[config.mk]
export PLATFORM = sky130hd
export DESIGN_NAME = daa_serial
export DESIGN_NICKNAME = d
export VERILOG_FILES = /design/src/rtl/daa_pkg.sv /design/src/rtl/daa_digit_step.sv /design/src/rtl/daa_serial.sv
export SDC_FILE = /design/constraint.sdc
export NUM_CORES = 1
export LEC_CHECK = 0
export CAP_MARGIN = 20
export CELL_PAD_IN_SITES_DETAIL_PLACEMENT = 1
export CELL_PAD_IN_SITES_GLOBAL_PLACEMENT = 1
export CORE_MARGIN = 2
export CORE_UTILIZATION = 33
export CTS_CLUSTER_SIZE = 8
export DETAILED_ROUTE_END_ITERATION = 10
export PLACE_DENSITY = 0.74
export SYNTH_ARGS = -nofsm -noshare
export SYNTH_HDL_FRONTEND = slang
export SYNTH_SLANG_ARGS = --single-unit
[constraint.sdc]
create_clock -name clk -period 8.65 [get_ports clk]
set_input_delay 1.2975 -clock clk [delete_from_list [all_inputs] [get_ports clk]]
set_output_delay 1.2975 -clock clk [all_outputs]
set_load 0.02 [all_outputs]
[src/rtl/daa_pkg.sv]
// Shared types and flag positions for the serial decimal-adjust unit.
// Flag vector layout is [Z,N,H,C] at bits 3..0.
package daa_pkg;

    localparam int Z = 3;
    localparam int N = 2;
    localparam int H = 1;
    localparam int C = 0;

    typedef enum logic [1:0] {
        IDLE,
        RUN,
        DONE
    } daa_state_t;

endpackage

[src/rtl/daa_digit_step.sv]
// One-nibble decimal-adjust step: combinational, zero latency, no handshake.
// Chains the greater-than-nines bit and the nibble carry/borrow to the next digit.
module daa_digit_step (
    input  logic [3:0] d,
    input  logic       hc_i,
    input  logic       n,
    input  logic       gt_in,
    input  logic       nc_in,
    output logic [3:0] r,
    output logic       gt_out,
    output logic       nc_out,
    output logic       corr_flag
);

    logic [4:0] corr;
    logic [4:0] sum;

    always_comb begin
        gt_out    = (d > 4'd9) | ((d == 4'd9) & gt_in);
        corr_flag = hc_i | (~n & gt_out);
        corr      = corr_flag ? 5'd6 : 5'd0;
        // Bit 4 of the 5-bit result is the carry (add) or the borrow (subtract).
        if (n) begin
            sum = {1'b0, d} - corr - {4'b0000, nc_in};
        end else begin
            sum = {1'b0, d} + corr + {4'b0000, nc_in};
        end
        r      = sum[3:0];
        nc_out = sum[4];
    end

endmodule

[src/rtl/daa_serial.sv]
// Multi-digit BCD decimal adjust, one digit per cycle; result valid DIGITS cycles after accept.
// in_ready only in IDLE; the result is held in DONE until out_ready.
module daa_serial
    import daa_pkg::*;
#(
    parameter int DIGITS = 2
) (
    input  logic                  clk,
    input  logic                  reset,
    input  logic                  in_valid,
    output logic                  in_ready,
    input  logic [4*DIGITS-1:0]   a,
    input  logic [DIGITS-1:0]     hc,
    input  logic                  n,
    output logic                  out_valid,
    input  logic                  out_ready,
    output logic [4*DIGITS-1:0]   daa,
    output logic [3:0]            fout
);

    localparam int W  = 4 * DIGITS;
    localparam int IW = $clog2(DIGITS + 1);
    localparam logic [IW-1:0] LAST = IW'(DIGITS - 1);

    daa_state_t      state_q, state_d;
    logic [W-1:0]    a_q, a_d;
    logic [DIGITS-1:0] hc_q, hc_d;
    logic            n_q, n_d;
    logic [IW-1:0]   idx_q, idx_d;
    logic            gt_q, gt_d;
    logic            nc_q, nc_d;
    logic [W-1:0]    daa_q, daa_d;
    logic [3:0]      fout_q, fout_d;

    logic [3:0]      dig;
    logic            dig_hc;
    logic [3:0]      step_r;
    logic            step_gt;
    logic            step_nc;
    logic            step_corr;

    // Select the current digit and its carry bit by index.
    always_comb begin
        dig    = 4'h0;
        dig_hc = 1'b0;
        for (int i = 0; i < DIGITS; i++) begin
            if (idx_q == IW'(i)) begin
                dig    = a_q[4*i +: 4];
                dig_hc = hc_q[i];
            end
        end
    end

    daa_digit_step u_step (
        .d         (dig),
        .hc_i      (dig_hc),
        .n         (n_q),
        .gt_in     (gt_q),
        .nc_in     (nc_q),
        .r         (step_r),
        .gt_out    (step_gt),
        .nc_out    (step_nc),
        .corr_flag (step_corr)
    );

    always_comb begin
        state_d = state_q;
        a_d     = a_q;
        hc_d    = hc_q;
        n_d     = n_q;
        idx_d   = idx_q;
        gt_d    = gt_q;
        nc_d    = nc_q;
        daa_d   = daa_q;
        fout_d  = fout_q;
        case (state_q)
            IDLE: begin
                if (in_valid) begin
                    a_d     = a;
                    hc_d    = hc;
                    n_d     = n;
                    idx_d   = '0;
                    gt_d    = 1'b0;
                    nc_d    = 1'b0;
                    daa_d   = '0;
                    fout_d  = 4'h0;
                    state_d = RUN;
                end
            end
            RUN: begin
                for (int i = 0; i < DIGITS; i++) begin
                    if (idx_q == IW'(i)) begin
                        daa_d[4*i +: 4] = step_r;
                    end
                end
                gt_d  = step_gt;
                nc_d  = step_nc;
                idx_d = idx_q + IW'(1);
                // The top digit's correction decision is exactly the decimal carry.
                if (idx_q == LAST) begin
                    fout_d[Z] = (daa_d == '0);
                    fout_d[N] = n_q;
                    fout_d[H] = 1'b0;
                    fout_d[C] = step_corr;
                    state_d   = DONE;
                end
            end
            DONE: begin
                if (out_ready) begin
                    state_d = IDLE;
                end
            end
            default: state_d = IDLE;
        endcase
    end

    always_ff @(posedge clk or posedge reset) begin
        if (reset) begin
            state_q <= IDLE;
            a_q     <= '0;
            hc_q    <= '0;
            n_q     <= 1'b0;
            idx_q   <= '0;
            gt_q    <= 1'b0;
            nc_q    <= 1'b0;
            daa_q   <= '0;
            fout_q  <= 4'h0;
        end else begin
            state_q <= state_d;
            a_q     <= a_d;
            hc_q    <= hc_d;
            n_q     <= n_d;
            idx_q   <= idx_d;
            gt_q    <= gt_d;
            nc_q    <= nc_d;
            daa_q   <= daa_d;
            fout_q  <= fout_d;
        end
    end

    assign in_ready  = (state_q == IDLE);
    assign out_valid = (state_q == DONE);
    assign daa       = daa_q;
    assign fout      = fout_q;

endmodule
==> summary.md <==
| Metric | Value |
|---|---|
| Clock Path Buffers | `2` |
| Die area | `roughly 5900 um2` |
| Min cycle time layout | `roughly 3.7 ns` |
| Crit path required time | `8.82 ns` |
| Yosys top cell area share | `0.4000` |
| Post-CTS Hold Buffers | `0` |
| Reg2reg path depth | `12` |
| Vias per inst | `5.047` |
| FF+latch count, synth | `28` |
| Initial drt markers | `47` |
| Crit. End Element | `flip-flop` |
| Commonest non-fill, non-tap cell in the layout | `dfrtp_1` |
| Number of synthesized flops with an enable pin | `0` |
| Root buf cell | `clkbuf_8` |
| Effective utilization at floorplan | `0.3430` |
| H-tree depth | `1` |
| First-pass GRT wire length | `6948 um` |
| Ys flop type | `dfrtp_1` |
| Worst r2r src | `idx_q[0]` |
| Reported net switching power | `~0.44 mW` |
| Synth unique cells | `46` |
| Crit path arrival time | `3.82 ns` |
| Routed wire length | `3978 um` |
| CP dominant cell by count | `mux2_2` |
| Setup violations, final | `0` |
| Synth Area per Inst | `around 11 um2` |
| Setup tns final | `0 ns` |
| Startpoint type of the worst setup path | `flip-flop` |
| Initial antenna violation count | `0` |
| Largest net degree at the start of global routing | `20` |
| Seq/Total Area, Yosys | `0.4000` |
| Pint | `around 0.51 mW` |
| GRT overflow | `0` |
| Layout cell share with drive strength beyond 1 | `0.1551` |
| Cts repair resizes | `0` |
| Yosys top cell by area | `dfrtp_1` |
| Part of the power in the clock network | `0.076` |
| TritonRoute pass-1 iters | `4` |
| Status | `complete, no violations` |
| Final hold violations | `0` |
| Mapped cell area | `1752 um2` |
| Syn nets | `190` |
| Vias in the first global route | `1406` |
| Top post-synthesis cells by area | `dfrtp_1, mux2_2, ha_1` |
| Post-CTS Setup Repair Bufs | `0` |
| Nets | `215` |
| Sequential share of power | `0.264` |
| DRC viols | `0` |
| CTS tree | `done` |
| Switching Fraction | `0.4643` |
| Leak | `about 0.92 nW` |
| Core Footprint | `5107 um2` |
| Terminus of the critical flop-to-flop path | `daa[5]` |
| CTS Sinks | `28` |
| Worst hold path type | `reg -> reg` |
| Area Growth Syn to Fin | `21.50%` |
| Remaining antenna violation count | `0` |
| CTS Buf Count | `3` |
| CP peak stage delay | `0.53 ns` |
| Reg2reg setup slack | `5.00 ns` |
| Ys async rst share | `1.000` |
| Yosys warns | `0` |
| WL per Instance | `15.48 um` |
| Worst hold margin | `0.5205 ns` |
| Via total after detailed routing | `1297` |
| Die H | `76.86 um` |
| Diode count | `0` |
| Pwr/cell area | `444.7 nW/um2` |
| Synth Instances | `164` |
| Top Ports | `29` |
| Peak supply drop | `0.1917 mV` |
| Placed cell area | `2087 um2` |
| Setup crit start | `idx_q[0]` |
| DIE WIDTH | `76.86 um` |
| Max Slew Vio Count | `0` |
| Final instance area | `2128 um2` |
| CP max FO | `12` |
| Most frequent cells in the layout | `dfrtp_1, clkdlybuf4s50_1, mux2_2` |
| Worst slew pin tran | `0.8780 ns` |
| Row cnt | `26` |
| Register clock-pin slew on the reported worst setup and hold paths | `0.10 ns` |
| Gate power share | `0.660` |
| Kind of critical path | `reg -> reg` |
| Worst slew margin | `0.4140` |
| Gpl congestion | `0.8735` |
| Fmax | `273.8 MHz` |
| Gr usage total | `0.1465` |
| Slowest-stage cell, CP | `ha_1` |
| Final worst-path cycle share | `0.4223` |
| Design Power | `about 0.95 mW` |
| Dpl hpwl | `3041 um` |
| PortBufs | `27` |
| Clock Skews | `between 0.004 and 0.005 ns` |
| CP endpoint | `daa[5]` |
| MaxCap Viol Count | `0` |
| Worst-path cell chain | `inv_1 > ha_1 > nand2_1 > o21ai_0 > a21oi_1 > or3_1 > o211ai_1 > fa_1 > mux2_2 > nor2b_1 > mux2_2 > a22o_1` |
| Worst-Skew Late Latency | `0.27 ns` |
| RSZ-0062 raised after global routing | `false` |
-- stage by stage --
| stage | instances | setup slack, ns | utilization |
|---|---|---|---|
| after floorplan | 164 | 5.620 | - |
| after global placement | 253 | 5.058 | 0.4032 |
| after detailed placement | 254 | 5.013 | 0.4086 |
| after CTS | 257 | 4.978 | 0.4167 |
| after global routing | 257 | 4.791 | 0.4167 |
| final | 257 | 4.997 | 0.4167 |
-- cells by family after synthesis --
group           count (synthesis)  synth area share
fa+ha+maj                      11           0.08714
flops                          28            0.4000
xor+xnor                        1          0.005001
other cells                     1          0.002141
compound gates                 40            0.1779
mux                            18            0.1150
buf+inv                        20           0.05428
simple gates                   45            0.1586
-- worst min path at each step --
stage / start / end / slack [ns] / depth (start not counted)
after floorplan: gt_q / gt_q / 0.47 / 1
after global placement: gt_q / gt_q / 0.48 / 1
after detailed placement: gt_q / gt_q / 0.51 / 1
after CTS: gt_q / gt_q / 0.53 / 1
after global routing: a_q[4] / a_q[4] / 0.55 / 1
final: gt_q / gt_q / 0.52 / 1
-- flip-flops by register name, indices dropped and copies added (netlist names) --
name,cells
nc_q,1
gt_q,1
a_q,8
daa,8
hc_q,2
fout,3
n_q,1
idx_q,2
state_q,2
-- power by group through the flow --
stage / registers, mW / logic [mW] / clock network (mW)
2_1_floorplan: 0.245 / 0.475 / 0
3_3_place_gp: 0.252 / 0.613 / 0
3_5_place_dp: 0.253 / 0.624 / 0
4_1_cts: 0.251 / 0.630 / 0.0753
5_1_grt: 0.262 / 0.693 / 0.0818
6_report: 0.250 / 0.624 / 0.0717
-- cells in the mapped netlist (2+ instances only) --
| cell type | count |
|---|---|
| o31ai_1 | 3 |
| nand2_1 | 12 |
| nor4_1 | 3 |
| nand2b_1 | 5 |
| mux2_2 | 17 |
| a31oi_1 | 2 |
| inv_1 | 12 |
| buf_2 | 4 |
| nor2_1 | 7 |
| ha_1 | 9 |
| a21oi_1 | 4 |
| a21o_1 | 2 |
| fa_1 | 2 |
| dfrtp_1 | 28 |
| o21ai_0 | 8 |
| a22o_1 | 7 |
| o22ai_1 | 3 |
| and3b_1 | 2 |
| a32o_1 | 2 |
| o21ai_1 | 2 |
| buf_4 | 2 |
| nor2b_1 | 4 |
-- critical path: cells and delay by family, from the launching register on --
family                   cells  cell delay [ns]
buffers and inverters        1             0.08
AND/OR/NAND/NOR              3             0.62
flip-flops                   1             0.42
AO/OA/AOI/OAI                4             0.82
multiplexers                 2             0.59
adder cells (fa/ha/maj)      2             1.02
-- layer usage --
| layer | up-vias | routed length, um | GRT usage |
|---|---|---|---|
| met3 | 2 | 129 | 0.02235 |
| met2 | 23 | 1939 | 0.2500 |
| met4 | 0 | 23 | 0.04182 |
| li1 | 629 | - | - |
| met5 | - | 0 | 0 |
| met1 | 643 | 1885 | 0.1920 |
-- layout make-up --
type,count,area (um2)
clock buffers,3,41.29
fillers,591,2979
inverters,12,45.04
multi-input cells,116,955.9
flip-flops and latches,28,700.7
well taps,70,87.58
repair buffers,28,297.8
(Power assumes the default switching activity.)
